## src/rtl/counter_req_arbiter.sv

```systemverilog
// counter_req_arbiter: latches one-shot step requests from several sources
// and issues them round-robin as spaced single-step pulses to the counter.
module counter_req_arbiter #(
    parameter int NREQ    = 4,
    parameter int GAP_CYC = 3
) (
    input  logic            clk,
    input  logic            rst,
    input  logic [NREQ-1:0] req,
    input  logic [NREQ-1:0] dir,
    output logic            pulse,
    output logic            uphdl,
    output logic [NREQ-1:0] grant,
    output logic [NREQ-1:0] pend,
    output logic [NREQ-1:0] drop,
    output logic            busy
);

    localparam int PW = (NREQ > 1) ? $clog2(NREQ) : 1;
    localparam logic [7:0] GAP_V = 8'(GAP_CYC);
    localparam logic [PW-1:0] PTR_RST = PW'(NREQ - 1);

    typedef enum logic [1:0] {
        IDLE  = 2'd0,
        ISSUE = 2'd1,
        GAP   = 2'd2
    } state_t;

    state_t state_q, state_d;

    logic [PW-1:0]   sel_q, sel_d;
    logic [PW-1:0]   rr_ptr_q, rr_ptr_d;
    logic [7:0]      gap_q, gap_d;
    logic [NREQ-1:0] pend_q, pend_d;
    logic [NREQ-1:0] dir_q, dir_d;
    logic [NREQ-1:0] drop_q, drop_d;
    logic [NREQ-1:0] grant_q, grant_d;
    logic            pulse_q, pulse_d;
    logic            uphdl_q, uphdl_d;
    logic            busy_q, busy_d;

    logic            hit;
    logic [PW-1:0]   pick;
    logic [PW-1:0]   idx_v;
    int              idx;

    // Round-robin search: first pending source after the last served one
    always_comb begin
        hit   = 1'b0;
        pick  = rr_ptr_q;
        idx   = 0;
        idx_v = '0;
        for (int k = 1; k <= NREQ; k++) begin
            idx   = (int'(rr_ptr_q) + k) % NREQ;
            idx_v = PW'(idx);
            if (!hit && pend_q[idx_v]) begin
                hit  = 1'b1;
                pick = idx_v;
            end
        end
    end

    // Request capture: a request arriving with its own grant re-arms instead of dropping
    always_comb begin
        pend_d = pend_q;
        dir_d  = dir_q;
        drop_d = drop_q;
        for (int i = 0; i < NREQ; i++) begin
            if (grant_q[i]) begin
                pend_d[i] = 1'b0;
            end
            if (req[i]) begin
                if (!pend_q[i] || grant_q[i]) begin
                    pend_d[i] = 1'b1;
                    dir_d[i]  = dir[i];
                end else begin
                    drop_d[i] = 1'b1;
                end
            end
        end
    end

    // FSM state register
    always_ff @(posedge clk or posedge rst) begin
        if (rst) begin
            state_q <= IDLE;
        end else begin
            state_q <= state_d;
        end
    end

    // FSM next state: one issue cycle, then the spacing gap
    always_comb begin
        state_d = state_q;
        unique case (state_q)
            IDLE: begin
                if (hit) begin
                    state_d = ISSUE;
                end
            end
            ISSUE: begin
                state_d = (GAP_CYC > 0) ? GAP : IDLE;
            end
            GAP: begin
                if (gap_q <= 8'd1) begin
                    state_d = IDLE;
                end
            end
            default: begin
                state_d = IDLE;
            end
        endcase
    end

    // Selection, pointer and gap counter; sel is frozen until the next decision
    always_comb begin
        sel_d    = sel_q;
        rr_ptr_d = rr_ptr_q;
        gap_d    = gap_q;
        if (state_q == IDLE && hit) begin
            sel_d = pick;
        end
        if (state_q == ISSUE) begin
            rr_ptr_d = sel_q;
            gap_d    = GAP_V;
        end
        if (state_q == GAP) begin
            gap_d = gap_q - 8'd1;
        end
    end

    // FSM outputs, computed from the next state so they register in step with it
    always_comb begin
        pulse_d = (state_d == ISSUE);
        uphdl_d = pulse_d & dir_q[sel_d];
        busy_d  = (state_d != IDLE);
        grant_d = '0;
        if (pulse_d) begin
            grant_d[sel_d] = 1'b1;
        end
    end

    // Datapath and output registers
    always_ff @(posedge clk or posedge rst) begin
        if (rst) begin
            sel_q    <= '0;
            rr_ptr_q <= PTR_RST;
            gap_q    <= '0;
            pend_q   <= '0;
            dir_q    <= '0;
            drop_q   <= '0;
            grant_q  <= '0;
            pulse_q  <= 1'b0;
            uphdl_q  <= 1'b0;
            busy_q   <= 1'b0;
        end else begin
            sel_q    <= sel_d;
            rr_ptr_q <= rr_ptr_d;
            gap_q    <= gap_d;
            pend_q   <= pend_d;
            dir_q    <= dir_d;
            drop_q   <= drop_d;
            grant_q  <= grant_d;
            pulse_q  <= pulse_d;
            uphdl_q  <= uphdl_d;
            busy_q   <= busy_d;
        end
    end

    assign pulse = pulse_q;
    assign uphdl = uphdl_q;
    assign grant = grant_q;
    assign pend  = pend_q;
    assign drop  = drop_q;
    assign busy  = busy_q;

endmodule

```

## config.mk

```make
export PLATFORM = sky130hd
export DESIGN_NAME = counter_req_arbiter
export DESIGN_NICKNAME = d
export VERILOG_FILES = /design/src/rtl/counter_req_arbiter.sv
export SDC_FILE = /design/constraint.sdc
export NUM_CORES = 1
export LEC_CHECK = 0
export CORE_UTILIZATION = 47
export DETAILED_ROUTE_END_ITERATION = 8
export GPL_TIMING_DRIVEN = 0
export MAX_ROUTING_LAYER = met4
export PLACE_DENSITY_LB_ADDON = 0.15
export SLEW_MARGIN = 5
export SYNTH_ARGS = -nofsm -noshare
export SYNTH_HDL_FRONTEND = slang
export SYNTH_SLANG_ARGS = --single-unit
```

## constraint.sdc

```tcl
create_clock -name clk -period 1.6 [get_ports clk]
set_input_delay 0.32 -clock clk [delete_from_list [all_inputs] [get_ports clk]]
set_output_delay 0.32 -clock clk [all_outputs]
set_load 0.01 [all_outputs]
```

==> results.cfg <==
[status]
status = finished with violations
violations = negative setup slack

[global_route]
antenna_found_initial = 0
track_usage_pct = 24.1
grt_pass1_vias = 1319
grt_start_max_net_pins = 34
grt_overflow = 0
grt_pass1_wl_um = 6030

[timing]
slew_violations = 0
final_hold_viol_count = 0
period_share_pct = 115
max-slew-margin-rel_pct = 55.0
setup_ws_ns = -0.236
setup_viol = 7
fmax_mhz = 545
finClkSkew_ns = 0.00757
period_needed_ns = 1.84
rsz0062_at_grt = true
tightestPinTransition_ns = 0.674

[route]
drc = 0
routed_wl_um = 4010
dr.pass1.iters = 4
detail_route.vias_per_cell = 5.43
vias = 1364
first_iter_violations = 56
wire_per_inst_um = 16.0
drtAntennaViolNets = 0

[worst_setup_path]
startpoint_type = register
max_stage_delay_ns = 0.59
worst_r2r_path_depth = 5
arrival_ns = 2.06
path_cells = or4_4 -> o21ai_4 -> o22ai_4 -> buf_6 -> or2_1
cp_num_buf_inv = 1
critPathCaptureType = register
critPathRequiredTime_ns = 1.83
crit_type = register to register
rr_endpoint = busy$_DFF_PP0_
rrSetupSlack_ns = -0.24
cpMaxStageDelayCell = or4_4
critPathMaxFanout = 5
path_delay_family = simple AND/OR/NAND/NOR gates
r2r-start = pend[2]$_DFF_PP0_

[cells_and_area]
final_nets = 222
num_antenna_cells = 0
design_area_mm2 = 0.00230
fin_cells = 251
fillerInstances = 238
syn_to_final_growth_pct = 43.8
drive_gt1_share_pct = 35.3

[synthesis]
synth_area_mm2 = 0.00160
ys_ff_latch = 33
syn_inst = 154
ys_warn_count = 0
synth-edff-count = 0
ys.flop_type = dfrtp_1
synth_area_leaders = dfrtp_1 48%, nand2_1 4.9%, ha_1 4.7%, mux2_2 4.2%, inv_1 3.5%
netlist.area_leader.share_pct = 48.4
synthTopCellsByCount = 31 x dfrtp_1, 21 x nand2_1, 15 x inv_1, 10 x o21ai_0, 8 x nor2_1
post-synth-top-area-cell = dfrtp_1
yosysMostFrequentCell = dfrtp_1
syn_area_per_cell_um2 = 10.4
async_flop_share_pct = 100
synth.yosys.seq_area_share_pct = 51.7
synthesis.nets = 170
synth_cell_types = 42

[floorplan]
die-area_mm2 = 0.00365
initial_core_util_pct = 50.8
fp-row-count = 20
io_pins = 25
coreArea_mm2 = 0.00315
fp.dieH_um = 60.4
fp.dieW_um = 60.4

[place]
post_dp_cell_area_mm2 = 0.00193
hpwl_um = 2420
post-place-cells = 222
place_ws_ns = -0.345
place_congestion = 0.737
portBuffers = 24

[min_path]
hold_path.class = input pin to asynchronous set/reset pin

[cts]
cts_root_buffer = clkbuf_4
cts_max_level = 2
tritoncts = done
numClockSinks = 33
clockBufferDepth = 2
numCtsBuffers = 5
insertion_delay_ns = 0.34
cts.clk_slew.worst_paths_ns = 0.10

[flow_run]
cap_violations = 0

[pwr]
p_leak_nw = 1.07
power_density_mw_per_mm2 = 692
ir_drop_mv = 0.506
## repair_timing
| action | 4_1_cts | 5_1_grt |
|---|---|---|
| pin swaps | 11 | 15 |
| resized for setup | 19 | 22 |
| setup endpoints to repair | 12 | 18 |
| buffers inserted | 15 | 7 |
| hold buffers | 0 | 0 |
| cloned | 0 | 0 |
## report_power, final
group          total [mW]  leakage, nW  internal (mW)  switching [mW]
Combinational      0.0849        0.637         0.0454          0.0395
Sequential          0.861        0.383          0.850          0.0111
Clock               0.649       0.0455          0.373           0.276
## worst max path at each step
| stage | start | endpoint | slack, ns | depth (start not counted) |
|---|---|---|---|---|
| 2_1_floorplan | pend[3]$_DFF_PP0_ | busy$_DFF_PP0_ | -0.009 | 4 |
| 3_3_place_gp | rst | pend[2]$_DFF_PP0_ | -0.26 | 2 |
| 3_5_place_dp | rst | pend[2]$_DFF_PP0_ | -0.34 | 2 |
| 4_1_cts | pend[1]$_DFF_PP0_ | uphdl$_DFF_PP0_ | -0.12 | 5 |
| 5_1_grt | state_q[0]$_DFF_PP0_ | uphdl$_DFF_PP0_ | -0.26 | 7 |
| 6_report | pend[2]$_DFF_PP0_ | busy$_DFF_PP0_ | -0.24 | 5 |
## cell type report
cell class	count	area (µm²)	share of cell area, %
repair buffers	46	439	19.1
well taps	44	55.1	2.39
multi-input cells	103	826	35.8
clock buffers	7	55.1	2.39
plain buffers	1	5.00	0.217
clock inverters	1	30.0	1.30
flip-flops and latches	33	835	36.2
inverters	16	60.1	2.61
## per-stage QoR
stage | power (mW) | setup TNS [ns] | hold slack, ns | util, %
floorplan | 0.913 | -0.0152 | 0.423 | -
global route | 1.66 | -1.50 | 0.452 | 73.1
CTS | 1.60 | -0.311 | 0.488 | 68.8
global placement | 0.948 | -5.73 | 0.458 | 61.1
detailed placement | 0.951 | -8.68 | 0.462 | 61.1
finish | 1.60 | -0.967 | 0.405 | 73.1
## state kept, by name, summed over array words and instances (netlist names)
register	flops
busy	1
dir_q	4
drop	4
gap_q	8
grant	4
pend	4
pulse	1
rr_ptr_q	2
sel_q	2
state_q	2
uphdl	1
## per-layer routing
| layer | wire length, µm | global-route usage (%) |
|---|---|---|
| met1 | 1690 | 27.9 |
| met3 | 182 | 6.40 |
| met5 | 0 | - |
| met2 | 2020 | 39.2 |
| met4 | 104 | 10.6 |
## placed cells by master (no fill, tap or decap), types with 3 or more instances in the layout
cell | Yosys | final
a311oi_2 | 2 | 3
buf_4 | 0 | 18
buf_6 | 0 | 3
clkbuf_4 | 0 | 5
clkdlybuf4s50_1 | 0 | 14
dfrtp_1 | 31 | 26
dfrtp_2 | 0 | 5
dlygate4sd2_1 | 0 | 4
dlymetal6s2s_1 | 0 | 6
ha_1 | 6 | 3
ha_4 | 0 | 3
inv_1 | 15 | 11
inv_2 | 1 | 5
mux2_2 | 6 | 6
nand2_1 | 21 | 19
nand2b_1 | 6 | 6
nand3_1 | 3 | 3
nor2_1 | 8 | 6
o21ai_0 | 10 | 8
o21ai_1 | 3 | 3
o21bai_1 | 4 | 4
or3_4 | 1 | 4
## kinds of logic (layout without fill, tap and decap cells)
| family | after synthesis | count (layout) | synth area share (%) |
|---|---|---|---|
| AOI/OAI and AO/OA | 33 | 33 | 15.5 |
| adders and majority gates | 6 | 6 | 4.68 |
| buffers and inverters | 18 | 71 | 4.29 |
| DFF | 33 | 33 | 51.7 |
| muxes | 6 | 6 | 4.22 |
| and+or+nand+nor | 58 | 58 | 19.6 |
Note: power is estimated with default switching activity, not from simulation.
